--- src/rtl/mem_readback_ctrl_if.sv ---
// Bus bundle for mem_readback_ctrl.
// Carries the dump request, the memory secondary read port and the output stream.
// Port summary:
//   request : start_i, base_addr_i, num_words_i, busy_o, done_o
//   memory  : mem_re_o, mem_raddr_o, mem_rdata_i
//   stream  : out_valid_o, out_data_o, out_addr_o, out_ready_i
//   checksum_o exists only when MEM_READBACK_CHECKSUM_EN is defined.
// master = the controller, slave = the requester/memory/consumer side.
interface mem_readback_ctrl_if #(
   parameter int unsigned DW = 32,
   parameter int unsigned AW = 11
);
   logic          start_i;
   logic [AW-1:0] base_addr_i;
   logic [AW:0]   num_words_i;
   logic          mem_re_o;
   logic [AW-1:0] mem_raddr_o;
   logic [DW-1:0] mem_rdata_i;
   logic          out_valid_o;
   logic [DW-1:0] out_data_o;
   logic [AW-1:0] out_addr_o;
   logic          out_ready_i;
   logic          busy_o;
   logic          done_o;
`ifdef MEM_READBACK_CHECKSUM_EN
   logic [DW-1:0] checksum_o;
`endif

   modport master (
      input  start_i, base_addr_i, num_words_i, mem_rdata_i, out_ready_i,
`ifdef MEM_READBACK_CHECKSUM_EN
      output checksum_o,
`endif
      output mem_re_o, mem_raddr_o, out_valid_o, out_data_o, out_addr_o,
             busy_o, done_o
   );

   modport slave (
      output start_i, base_addr_i, num_words_i, mem_rdata_i, out_ready_i,
`ifdef MEM_READBACK_CHECKSUM_EN
      input  checksum_o,
`endif
      input  mem_re_o, mem_raddr_o, out_valid_o, out_data_o, out_addr_o,
             busy_o, done_o
   );
endinterface

--- src/rtl/mem_readback_ctrl.sv ---
// mem_readback_ctrl: reads a contiguous word range of a core-local memory
// through its secondary read port and streams each word out on valid/ready.
// One read is in flight at a time.
// Ports:
//   clk_i  - clock
//   rst_i  - asynchronous active-high reset
//   bus    - mem_readback_ctrl_if.master (request, memory port, output stream)
// Parameters: DW data width, AW word address width, RD_LATENCY (1..4)
// memory read latency in cycles.
// Optional: MEM_READBACK_CHECKSUM_EN adds checksum_o, the running sum
// modulo 2^DW of all accepted words of the current dump.
module mem_readback_ctrl #(
   parameter int unsigned DW         = 32,
   parameter int unsigned AW         = 11,
   parameter int unsigned RD_LATENCY = 1
) (
   input logic                clk_i,
   input logic                rst_i,
   mem_readback_ctrl_if.master bus
);

   localparam int unsigned CW = AW + 1;
   localparam int unsigned LW = 2;

   typedef enum logic [2:0] {IDLE, ISSUE, WAIT, HOLD, FINISH} state_t;

   state_t        state_q, state_d;
   logic [AW-1:0] addr_q, addr_d;
   logic [CW-1:0] remaining_q, remaining_d;
   logic [LW-1:0] lat_q, lat_d;
   logic          re_q, re_d;
   logic [AW-1:0] raddr_q, raddr_d;
   logic          valid_q, valid_d;
   logic [DW-1:0] data_q, data_d;
   logic [AW-1:0] oaddr_q, oaddr_d;
   logic          busy_q, busy_d;
   logic          done_q, done_d;
`ifdef MEM_READBACK_CHECKSUM_EN
   logic [DW-1:0] sum_q, sum_d;
`endif

   // Next-state and next-output logic; every output is registered from here.
   always_comb begin
      state_d     = state_q;
      addr_d      = addr_q;
      remaining_d = remaining_q;
      lat_d       = lat_q;
      valid_d     = valid_q;
      data_d      = data_q;
      oaddr_d     = oaddr_q;
      busy_d      = busy_q;
      done_d      = 1'b0;
`ifdef MEM_READBACK_CHECKSUM_EN
      sum_d       = sum_q;
`endif
      case (state_q)
         IDLE: begin
            if (bus.start_i) begin
               addr_d      = bus.base_addr_i;
               remaining_d = bus.num_words_i;
               busy_d      = 1'b1;
`ifdef MEM_READBACK_CHECKSUM_EN
               sum_d       = '0;
`endif
               state_d     = (bus.num_words_i == '0) ? FINISH : ISSUE;
            end
         end
         ISSUE: begin
            lat_d   = LW'(RD_LATENCY - 1);
            state_d = WAIT;
         end
         WAIT: begin
            if (lat_q == '0) begin
               valid_d = 1'b1;
               data_d  = bus.mem_rdata_i;
               oaddr_d = addr_q;
               state_d = HOLD;
            end else begin
               lat_d = lat_q - LW'(1);
            end
         end
         HOLD: begin
            if (bus.out_ready_i) begin
               valid_d     = 1'b0;
               addr_d      = addr_q + AW'(1);
               remaining_d = remaining_q - CW'(1);
`ifdef MEM_READBACK_CHECKSUM_EN
               sum_d       = sum_q + data_q;
`endif
               if (remaining_q == CW'(1)) begin
                  // Last word: done lands in the cycle right after the handshake.
                  done_d  = 1'b1;
                  busy_d  = 1'b0;
                  state_d = FINISH;
               end else begin
                  state_d = ISSUE;
               end
            end
         end
         FINISH: begin
            // Busy is still high here only for a zero-length dump, whose
            // done pulse therefore comes one cycle later.
            done_d  = busy_q;
            busy_d  = 1'b0;
            state_d = IDLE;
         end
         default: state_d = IDLE;
      endcase
      re_d    = (state_d == ISSUE);
      raddr_d = (state_d == ISSUE) ? addr_d : raddr_q;
   end

   // State and output registers.
   always_ff @(posedge clk_i or posedge rst_i) begin
      if (rst_i) begin
         state_q     <= IDLE;
         addr_q      <= '0;
         remaining_q <= '0;
         lat_q       <= '0;
         re_q        <= 1'b0;
         raddr_q     <= '0;
         valid_q     <= 1'b0;
         data_q      <= '0;
         oaddr_q     <= '0;
         busy_q      <= 1'b0;
         done_q      <= 1'b0;
`ifdef MEM_READBACK_CHECKSUM_EN
         sum_q       <= '0;
`endif
      end else begin
         state_q     <= state_d;
         addr_q      <= addr_d;
         remaining_q <= remaining_d;
         lat_q       <= lat_d;
         re_q        <= re_d;
         raddr_q     <= raddr_d;
         valid_q     <= valid_d;
         data_q      <= data_d;
         oaddr_q     <= oaddr_d;
         busy_q      <= busy_d;
         done_q      <= done_d;
`ifdef MEM_READBACK_CHECKSUM_EN
         sum_q       <= sum_d;
`endif
      end
   end

   assign bus.mem_re_o    = re_q;
   assign bus.mem_raddr_o = raddr_q;
   assign bus.out_valid_o = valid_q;
   assign bus.out_data_o  = data_q;
   assign bus.out_addr_o  = oaddr_q;
   assign bus.busy_o      = busy_q;
   assign bus.done_o      = done_q;
`ifdef MEM_READBACK_CHECKSUM_EN
   assign bus.checksum_o  = sum_q;
`endif

endmodule

--- src/flat_wrapper.sv ---
// flat-port wrapper written by rule: the top's interface ports become plain ports
module mem_readback_ctrl_flat 
#(
   parameter int unsigned DW         = 32,
   parameter int unsigned AW         = 11,
   parameter int unsigned RD_LATENCY = 1
)
  (clk_i, rst_i, bus_start_i, bus_base_addr_i, bus_num_words_i, bus_mem_rdata_i, bus_out_ready_i, bus_mem_re_o, bus_mem_raddr_o, bus_out_valid_o, bus_out_data_o, bus_out_addr_o, bus_busy_o, bus_done_o);
  mem_readback_ctrl_if #(.DW(DW), .AW(AW)) bus_i ();
  input logic clk_i;
  input logic rst_i;
  input wire logic [$bits(bus_i.start_i)-1:0] bus_start_i;
  input wire logic [$bits(bus_i.base_addr_i)-1:0] bus_base_addr_i;
  input wire logic [$bits(bus_i.num_words_i)-1:0] bus_num_words_i;
  input wire logic [$bits(bus_i.mem_rdata_i)-1:0] bus_mem_rdata_i;
  input wire logic [$bits(bus_i.out_ready_i)-1:0] bus_out_ready_i;
  output wire logic [$bits(bus_i.mem_re_o)-1:0] bus_mem_re_o;
  output wire logic [$bits(bus_i.mem_raddr_o)-1:0] bus_mem_raddr_o;
  output wire logic [$bits(bus_i.out_valid_o)-1:0] bus_out_valid_o;
  output wire logic [$bits(bus_i.out_data_o)-1:0] bus_out_data_o;
  output wire logic [$bits(bus_i.out_addr_o)-1:0] bus_out_addr_o;
  output wire logic [$bits(bus_i.busy_o)-1:0] bus_busy_o;
  output wire logic [$bits(bus_i.done_o)-1:0] bus_done_o;
  assign bus_i.start_i = bus_start_i;
  assign bus_i.base_addr_i = bus_base_addr_i;
  assign bus_i.num_words_i = bus_num_words_i;
  assign bus_i.mem_rdata_i = bus_mem_rdata_i;
  assign bus_i.out_ready_i = bus_out_ready_i;
  assign bus_mem_re_o = bus_i.mem_re_o;
  assign bus_mem_raddr_o = bus_i.mem_raddr_o;
  assign bus_out_valid_o = bus_i.out_valid_o;
  assign bus_out_data_o = bus_i.out_data_o;
  assign bus_out_addr_o = bus_i.out_addr_o;
  assign bus_busy_o = bus_i.busy_o;
  assign bus_done_o = bus_i.done_o;
  mem_readback_ctrl #(.DW(DW), .AW(AW), .RD_LATENCY(RD_LATENCY)) u_core (.clk_i(clk_i), .rst_i(rst_i), .bus(bus_i));
endmodule
--- config.mk ---
export PLATFORM = sky130hd
export DESIGN_NAME = mem_readback_ctrl_flat
export DESIGN_NICKNAME = d
export VERILOG_FILES = /design/src/rtl/mem_readback_ctrl_if.sv /design/src/rtl/mem_readback_ctrl.sv /design/src/flat_wrapper.sv
export SDC_FILE = /design/constraint.sdc
export NUM_CORES = 1
export LEC_CHECK = 0
export CELL_PAD_IN_SITES_DETAIL_PLACEMENT = 0
export CELL_PAD_IN_SITES_GLOBAL_PLACEMENT = 1
export CORE_UTILIZATION = 25
export CTS_CLUSTER_SIZE = 25
export DETAILED_ROUTE_END_ITERATION = 12
export DONT_BUFFER_PORTS = 1
export MAX_ROUTING_LAYER = met4
export PLACE_DENSITY_LB_ADDON = 0.1
export REMOVE_ABC_BUFFERS = 1
export SKIP_CTS_REPAIR_TIMING = 1
export SYNTH_ARGS = -nofsm -noshare
export SYNTH_HDL_FRONTEND = slang
export SYNTH_SLANG_ARGS = --single-unit
export TNS_END_PERCENT = 1
--- constraint.sdc ---
create_clock -name clk_i -period 3.8 [get_ports clk_i]
set_input_delay 0.76 -clock clk_i [delete_from_list [all_inputs] [get_ports clk_i]]
set_output_delay 0.76 -clock clk_i [all_outputs]
set_load 0.03 [all_outputs]
==> results of run 1 <==
-- Yosys cell counts (all sizes together), types with 4 or more instances --
cell / number / area [sq um]
a21o: 5 / 37.5
a21oi: 19 / 95.1
a221o: 4 / 40.0
buf: 13 / 73.8
clkbuf: 6 / 22.5
dfrtp: 86 / 2150
ha: 4 / 50.1
inv: 10 / 37.5
mux2: 54 / 608
nand2: 24 / 90.1
nand3: 14 / 70.1
nand4: 4 / 25.0
nor2: 20 / 77.6
nor3: 9 / 50.1
o21ai: 17 / 85.1
o22ai: 5 / 31.3
-- stage by stage --
step / hold slack, ns / setup TNS, ns
after floorplan: 0.469 / -46.31
after global placement: 0.497 / 0
after detailed placement: 0.506 / 0
after CTS: 0.382 / 0
after global routing: 0.401 / 0
final: 0.356 / 0
-- final timing paths --
check | startpoint | end | slack [ns] | cells past startpoint
max | u_core.state_q[0] | u_core.bus.mem_raddr_o[8] | 1.41 | 5
min | rst_i | u_core.bus.done_o | 0.36 | 1
max reg2reg | u_core.state_q[0] | u_core.bus.mem_raddr_o[8] | 1.41 | 5
min reg2reg | u_core.lat_q[1] | u_core.lat_q[1] | 0.52 | 2
max in group asynchronous | rst_i | u_core.bus.out_data_o[16] | 2.64 | 2
min in group clk_i | u_core.lat_q[1] | u_core.lat_q[1] | 0.52 | 2
-- kinds of logic (layout without fill, tap and decap cells) --
kind of cell    count (synthesis)  after routing  synth area share [%]
fa+ha+maj                       4              4                  1.28
buf+inv                        29             32                  3.43
simple gates                   95             95                  12.9
mux                            55             55                  15.8
compound gates                 69             69                  11.5
flops                          86             86                  55.1
-- critical path: stages, from the launching register on --
cell	delay, ns
dfrtp_1	0.60
and3b_1	0.57
nand3_1	0.32
o2111ai_2	0.17
buf_4	0.26
mux2_1	0.35
-- layout make-up --
type / instances / share of cell area [%]
well taps: 188 / 5.35
repair buffers: 7 / 1.20
clock inverters: 5 / 1.37
inverters: 10 / 0.883
flip-flops and latches: 86 / 49.0
multi-input cells: 223 / 37.0
clock buffers: 10 / 5.21
-- layer usage --
| metal | global-route usage (%) | wire (microns) |
|---|---|---|
| met1 | 16.8 | 4530 |
| met5 | - | 0 |
| met2 | 20.4 | 4950 |
| met3 | 4.65 | 638 |
| met4 | 4.83 | 133 |
-- power by group through the flow --
stage	clock network (W)	registers, W	logic, W
2_1_floorplan	0	0.00214	0.00102
3_3_place_gp	0	0.00229	0.00128
3_5_place_dp	0	0.00229	0.00129
4_1_cts	0.000920	0.00227	0.00130
5_1_grt	0.000957	0.00232	0.00143
6_report	0.000882	0.00226	0.00127
-- registers in the layout, indices dropped and copies added (netlist names) --
signal	cells
u_core.addr_q	11
u_core.bus.out_data_o	32
u_core.bus.mem_re_o	1
u_core.bus.done_o	1
u_core.state_q	3
u_core.remaining_q	12
u_core.bus.out_addr_o	11
u_core.lat_q	2
u_core.bus.out_valid_o	1
u_core.bus.busy_o	1
u_core.bus.mem_raddr_o	11
-- layout by cell type (no fill, tap or decap), types with 2 or more instances in the layout --
master     synthesis  routed
nor4_1             3       3
mux2_2            44      44
o211ai_1           3       3
nand2_1           24      24
o21ai_0           12      12
a22oi_1            3       3
nand4_1            4       4
a221o_1            4       4
o21ai_1            5       5
clkbuf_16          0       9
and4_1             2       2
a32oi_1            2       2
a21oi_1           19      19
ha_1               4       4
and2_1             2       2
a31oi_1            2       2
nor4b_1            2       2
nand2b_1           3       3
inv_1             10       9
or4_1              2       2
nand3_1           14      14
nor3_1             8       8
o22ai_1            5       5
o311ai_1           2       2
mux2_1            10      10
nor2_1            19      19
clkinv_2           0       2
buf_4              0       7
dfrtp_1           86      86
a21o_1             5       5
==> metrics.md, run 1 <==
| Metric | Value |
|---|---|
| Initial antenna violation count | `0` |
| Clock share of power | `20.0%` |
| Yosys reg bits | `86` |
| Switching pwr | `0.00198 W` |
| CTS tree | `built` |
| F_max | `0.418 GHz` |
| Dpl ws | `1.09 ns` |
| Run status | `complete, no violations` |
| Die Height | `127 microns` |
| Root Buffer Master | `clkbuf_16` |
| DR vias | `2629` |
| Combinational fraction of design power | `28.8%` |
| Share of cells above drive strength 1 | `21.7%` |
| Area of the mapped netlist | `3910 sq um` |
| Fin worst setup slack | `1.41 ns` |
| Number of max-cap violations | `0` |
| Total gr overflow | `0` |
| Number of synthesized flops with an enable pin | `0` |
| Normalized max-slew margin | `29.3%` |
| Crit path DAT | `2.61 ns` |
| Starting Density | `25.7%` |
| WS Path Type | `reg -> reg` |
| Ys Warns | `0` |
| Required time of the critical path | `4.02 ns` |
| Nets | `400` |
| Number of global-route vias before repair | `2630` |
| Inserted Clock Buffers | `9` |
| Dpl cells | `514` |
| GR Util All Layers | `13.5%` |
| WL final | `10300 microns` |
| # DRC | `0` |
| Die area | `16100 sq um` |
| First-pass GRT wire length | `15700 microns` |
| Cells after Synth | `338` |
| Worst Setup Start Kind | `flop` |
| Design Area, Final | `4390 sq um` |
| Max Transition Viols Final | `0` |
| Routability-driven placement congestion ratio | `0.685` |
| Detailed placement HPWL | `7120 microns` |
| FP Rows | `45` |
| Multi-input gate area | `1630 sq um` |
| Sequential Power Share | `51.2%` |
| Total power draw | `0.00441 W` |
| Final setup fails | `0` |
| Syn_area_per_cell | `11.6 sq um` |
| H-tree levels | `3` |
| DRT antenna net count | `0` |
| Diodes inserted | `0` |
| Core Util, Final | `28.9%` |
| Routed vias/inst | `4.97` |
| Clock latency on the worst-skew pair | `0.34 ns` |
| P_leak | `1.87 nW` |
| Detailed router's first-iteration violation count | `153` |
| Worst VDD drop | `0.306 mV` |
| Placed cell areas | `4110 sq um` |
| Core Region | `15200 sq um` |
| Min Tclk post-route | `2.39 ns` |
| Power Dens Cells | `1000 nW/um^2` |
| Clk_skew | `0.00608 ns` |
| I/O pins | `117` |
| Worst Tran Pin Value | `1.06 ns` |
| Final hold vios | `0` |
| Hold Crit Class | `in -> async` |
| Port bufs | `0` |
| Clk sinks | `86` |
| DR WL/cell | `19.4 microns` |
| Reg area | `2150 sq um` |
| Max Buffers Root-to-Sink | `2` |
| CP Capture Type | `flop` |
| Sequential cell area fraction in the yosys report | `55.1%` |
| Tcrit/Tclk final | `63.0%` |
| Initial DRT Pass Iterations | `4` |
| FFs w/ async S/R, synth | `100%` |
| Largest net degree at the start of global routing | `45` |
| Sw frac | `44.8%` |
| Clk pin slew, worst setup/hold paths | `0.06 ns` |
| RSZ-0062 raised after global routing | `no` |
| Die width | `127 microns` |
| Synth-to-Final Area Change | `12.5%` |
| Fillers | `1546` |
| Internal power | `0.00243 W` |
| Top FF cell, synth | `dfrtp_1` |
| Layout Cells excl Fill | `529` |
| Worst Path Max Fanout | `12` |
| Netlist cell types | `50` |
No activity file was read; power rests on OpenSTA's default activity.
==> inputs of run 2 (changes only) <==
clock period = 2 ns   (was 3.8 ns; I/O delays follow)
==> run 2 against run 1 <==
The flow now finishes with violations (hold timing). Sequential cell count unchanged. Combinational power rose to 2.7 times the previous value. Setup slack worse by 1.4 ns. Register-to-register slack worse by 1.4 ns. Design area up 13%. Sequential power up 87%. Total power up 120%. Die area unchanged. Sequential share of layout area down 5.7 points. Via count up 6.7%. Critical path type unchanged. Critical endpoint is now u_core.bus.mem_raddr_o[0]. Largest cell class unchanged. Largest power group unchanged.
==> metrics.md, run 2 (same netlist as run 1, synthesis figures left out) <==
| Metric | Value |
|---|---|
| Run status | `finished with violations` |
| Failing checks | `hold timing` |
| Hold WS | `-0.0190 ns` |
| Total gr overflow | `0` |
| Detailed placement HPWL | `7770 microns` |
| Power Dens Cells | `1930 nW/um^2` |
| DRT antenna net count | `0` |
| Root Buffer Master | `clkbuf_16` |
| Clock share of power | `20.1%` |
| FP Rows | `45` |
| Crit path DAT | `2.20 ns` |
| Switching pwr | `0.00400 W` |
| GR Util All Layers | `14.0%` |
| GRT met1 Usage | `17.1%` |
| Final hold vios | `16` |
| Placed cell areas | `4460 sq um` |
| Dpl cells | `553` |
| First-pass GRT wire length | `16300 microns` |
| Worst Setup Start Kind | `flop` |
| Clk_skew | `0.00826 ns` |
| Max reg flops | `32` |
| I/O pins | `117` |
| DR vias | `2806` |
| Max Transition Viols Final | `0` |
| CTS tree | `built` |
| Diodes inserted | `0` |
| Starting Density | `25.7%` |
| P_leak | `2.19 nW` |
| Largest net degree at the start of global routing | `33` |
| Clock latency on the worst-skew pair | `0.34 ns` |
| Fin worst setup slack | `0.0283 ns` |
| Leading cell type in the layout, fill and taps excluded | `dfrtp_1` |
| Number of global-route vias before repair | `2906` |
| Required time of the critical path | `2.23 ns` |
| Clk sinks | `86` |
| CP Capture Type | `flop` |
| GRT met2 Usage | `21.1%` |
| Tcrit/Tclk final | `98.6%` |
| DR WL/cell | `18.8 microns` |
| Inserted Clock Buffers | `9` |
| F_max | `0.507 GHz` |
| Normalized max-slew margin | `60.2%` |
| WL final | `10800 microns` |
| Design Area, Final | `4990 sq um` |
| Fillers | `1541` |
| Clk pin slew, worst setup/hold paths | `0.07 ns` |
| Die width | `127 microns` |
| Dpl ws | `-0.160 ns` |
| M3 GR Usage | `4.77%` |
| Worst Tran Pin Value | `0.597 ns` |
| Final setup fails | `0` |
| Port bufs | `0` |
| Share of cells above drive strength 1 | `36.6%` |
| Die Height | `127 microns` |
| Routability-driven placement congestion ratio | `0.736` |
| Max incr delay on CP | `0.54 ns` |
| Sw frac | `41.6%` |
| CP bufs+invs | `3` |
| WS Path Type | `reg -> reg` |
| RSZ-0062 raised after global routing | `yes` |
| Critical path, cell by cell | `buf_4, or4_1, o2111ai_2, buf_6, clkbuf_16, mux2_4` |
| Gr busiest metal | `met2` |
| Die area | `16100 sq um` |
| Critical path's top delay family | `simple AND/OR/NAND/NOR gates` |
| Routed vias/inst | `4.87` |
| Detailed router's first-iteration violation count | `62` |
| Sequential Power Share | `44.0%` |
| Worst Path Max Fanout | `6` |
| H-tree levels | `3` |
| Synth-to-Final Area Change | `27.6%` |
| Internal power | `0.00562 W` |
| Number of max-cap violations | `0` |
| Crit path max-delay cell type | `or4_1` |
| Max Buffers Root-to-Sink | `2` |
| Min Tclk post-route | `1.97 ns` |
| Initial antenna violation count | `0` |
| # DRC | `0` |
| Core Region | `15200 sq um` |
| Hold Crit Class | `in -> async` |
| Nets | `446` |
| Highest-count cells in the layout ignoring fill and taps | `83 x dfrtp_1, 45 x buf_4, 43 x mux2_2, 24 x nand2_1, 19 x nor2_1` |
| Initial DRT Pass Iterations | `4` |
| Worst VDD drop | `0.624 mV` |
| Layout Cells excl Fill | `576` |
| Combinational fraction of design power | `35.9%` |
## run 2: cell count changes in the layout (fill, tap and decap cells not counted), sizes merged
cell | before | now
clkbuf | 10 | 12
bufinv | 1 | 3
buf | 7 | 52
clkinv | 3 | 1
## run 2: layout make-up
type / count / area, sq um / share of cell area, %
Clock inverter: 5 / 106 / 2.13
Sequential cell: 86 / 2160 / 43.2
Multi-Input combinational cell: 223 / 1730 / 34.7
Inverter: 10 / 38.8 / 0.778
Tap cell: 188 / 235 / 4.72
Clock buffer: 11 / 233 / 4.67
Timing Repair Buffer: 53 / 485 / 9.74
## run 2: per-stage QoR
step,setup TNS (ns),util [%],total power [W]
after floorplan,-202.39,-,0.00602
after global routing,-0.162,32.8,0.0102
after CTS,-0.473,31.6,0.00938
after global placement,-1.96,29.3,0.00734
final,0,32.8,0.00962
after detailed placement,-1.67,29.3,0.00738
## run 2: worst paths after layout
check                              startpoint                        end  slack [ns]  cells after the start
max                         u_core.state_q[0]  u_core.bus.mem_raddr_o[0]        0.03                      6
max in group asynchronous               rst_i           u_core.addr_q[0]        1.44                      2
min in group clk_i         bus_mem_rdata_i[7]   u_core.bus.out_data_o[7]        0.20                      1
max reg2reg                 u_core.state_q[0]  u_core.bus.mem_raddr_o[0]        0.03                      6
min                                     rst_i  u_core.bus.out_data_o[21]       -0.02                      1
min reg2reg                   u_core.lat_q[1]            u_core.lat_q[1]        0.52                      2
## run 2: power groups by stage
stage	clock, W	combinational [W]	sequential [W]
after floorplan	0	0.00187	0.00415
after global placement	0	0.00310	0.00425
after detailed placement	0	0.00314	0.00425
after CTS	0.00200	0.00315	0.00422
after global routing	0.00206	0.00382	0.00433
final	0.00193	0.00346	0.00423
## run 2: worst reg2reg max path: stages (launching register included)
cell	delay [ns]
dfrtp_2	0.45
buf_4	0.16
or4_1	0.54
o2111ai_2	0.10
buf_6	0.15
clkbuf_16	0.16
mux2_4	0.30
## run 2: routing by layer
metal  vias to the layer above  share of wire, %
li1                       1318                 -
met1                      1417                44
met2                        57                49
met3                        14               5.8
met4                         0               1.5
met5                         -                 0
==> inputs of run 3 (changes only) <==
MAX_ROUTING_LAYER = not set   (was met4)
TNS_END_PERCENT = 10   (was 1)
==> run 3 against run 2 <==
The run still ends with hold timing left. Largest power group unchanged. Die area is the same. Highest routed layer unchanged. Critical path type unchanged. Non-clock buffer count did not move. Clock skew grew 0.0011 ns. Routed wire length fell by 0.25%. Largest cell class unchanged.
==> metrics.md, run 3 (same netlist as run 1, synthesis figures left out) <==
| Metric | Value |
|---|---|
| Run status | `finished with violations` |
| Failing checks | `hold timing` |
| Detailed placement HPWL | `7770 microns` |
| Normalized max-slew margin | `60.0%` |
| Initial antenna violation count | `0` |
| Number of max-cap violations | `0` |
| Routed met1 length | `4740 microns` |
| Hold Crit Class | `in -> async` |
| GR Util All Layers | `13.6%` |
| Clk pin slew, worst setup/hold paths | `0.07 ns` |
| Total power draw | `0.00957 W` |
| Total gr overflow | `0` |
| Crit path DAT | `2.19 ns` |
| Sequential Power Share | `44.2%` |
| Setup Total Neg Slack | `0 ns` |
| WL final | `10800 microns` |
| Inserted Clock Buffers | `9` |
| Leading cell type in the layout, fill and taps excluded | `dfrtp_1` |
| Required time of the critical path | `2.23 ns` |
| Die area | `16100 sq um` |
| Final setup fails | `0` |
| Share of cells above drive strength 1 | `35.6%` |
| Routability-driven placement congestion ratio | `0.727` |
| Initial DRT Pass Iterations | `4` |
| Internal power | `0.00558 W` |
| Max Transition Viols Final | `0` |
| Number of global-route vias before repair | `2901` |
| Min Tclk post-route | `1.97 ns` |
| WS Path Type | `reg -> reg` |
| Clk sinks | `86` |
| DR vias | `2801` |
| Detailed router's first-iteration violation count | `57` |
| Sw frac | `41.7%` |
| Die Height | `127 microns` |
| # DRC | `0` |
| Diodes inserted | `0` |
| DR WL met3 | `651 microns` |
| Clk_skew | `0.00940 ns` |
| Core Util, Final | `32.7%` |
| Hold WS | `-0.0198 ns` |
| DR top layer | `met4` |
| DRT antenna net count | `0` |
| Switching pwr | `0.00399 W` |
| Root Buffer Master | `clkbuf_16` |
| Met2 Wirelength | `5270 microns` |
| Worst Setup Start Kind | `flop` |
| Worst Tran Pin Value | `0.600 ns` |
| RSZ-0062 raised after global routing | `yes` |
| Synth-to-Final Area Change | `27.2%` |
| Starting Density | `25.7%` |
| H-tree levels | `3` |
| Nets | `446` |
| Worst VDD drop | `0.621 mV` |
| Largest net degree at the start of global routing | `33` |
| Max reg flops | `32` |
| Clock share of power | `20.2%` |
| Final hold vios | `15` |
| P_leak | `2.18 nW` |
| CTS tree | `built` |
| DR WL/cell | `18.8 microns` |
| F_max | `0.508 GHz` |
| Die width | `127 microns` |
| Port bufs | `0` |
| Combinational fraction of design power | `35.6%` |
| Power Dens Cells | `1920 nW/um^2` |
| Max Buffers Root-to-Sink | `2` |
| I/O pins | `117` |
| Worst Path Max Fanout | `6` |
| Clock latency on the worst-skew pair | `0.35 ns` |
| FP Rows | `45` |
| First-pass GRT wire length | `16300 microns` |
| CP Capture Type | `flop` |
| Tcrit/Tclk final | `98.4%` |
| Highest-count cells in the layout ignoring fill and taps | `83 x dfrtp_1, 45 x buf_4, 43 x mux2_2, 24 x nand2_1, 19 x nor2_1` |
| Routed vias/inst | `4.86` |
| Core Region | `15200 sq um` |
run 3: area by class of cell:
cell class / instances / area (sq um)
inverters: 10 / 38.8
fillers: 1541 / 10200
well taps: 188 / 235
clock buffers: 11 / 233
flip-flops and latches: 86 / 2160
multi-input cells: 223 / 1720
clock inverters: 5 / 106
repair buffers: 53 / 485
run 3: worst max-delay path, stage by stage (launching register included):
cell and delay, ns:
dfrtp_2 0.45, buf_4 0.16, or4_1 0.54, o2111ai_2 0.10
buf_6 0.15, clkbuf_16 0.16, mux2_4 0.29
run 3: per-stage QoR:
| step | cell area [sq um] | instances | worst slack [ns] |
|---|---|---|---|
| 4_1_cts | 4800 | 569 | -0.0516 |
| 5_1_grt | 4970 | 576 | -0.0290 |
| 3_5_place_dp | 4460 | 553 | -0.160 |
| 3_3_place_gp | 4460 | 553 | -0.186 |
| 2_1_floorplan | 3810 | 319 | -2.91 |
| 6_report | 4970 | 576 | 0.0330 |
run 3: worst paths after layout:
check	from	cells past startpoint	slack (ns)	to
max	u_core.state_q[0]	6	0.03	u_core.bus.mem_raddr_o[0]
min	rst_i	1	-0.02	u_core.bus.out_data_o[21]
max reg2reg	u_core.state_q[0]	6	0.03	u_core.bus.mem_raddr_o[0]
min reg2reg	u_core.lat_q[1]	2	0.53	u_core.lat_q[1]
max in group asynchronous	rst_i	2	1.43	u_core.addr_q[0]
min in group clk_i	bus_mem_rdata_i[7]	1	0.20	u_core.bus.out_data_o[7]
run 3: routing by layer:
layer	global-route usage, %	vias to the layer above
met3	5.15	14
li1	-	1322
met1	17.0	1411
met5	0	-
met4	5.60	0
met2	21.1	54
run 3: power groups by stage:
stage	Combinational, W	Clock (W)	Sequential [W]
after floorplan	0.00187	0	0.00415
after global placement	0.00310	0	0.00425
after detailed placement	0.00314	0	0.00425
after CTS	0.00315	0.00200	0.00422
after global routing	0.00376	0.00206	0.00433
final	0.00340	0.00193	0.00423
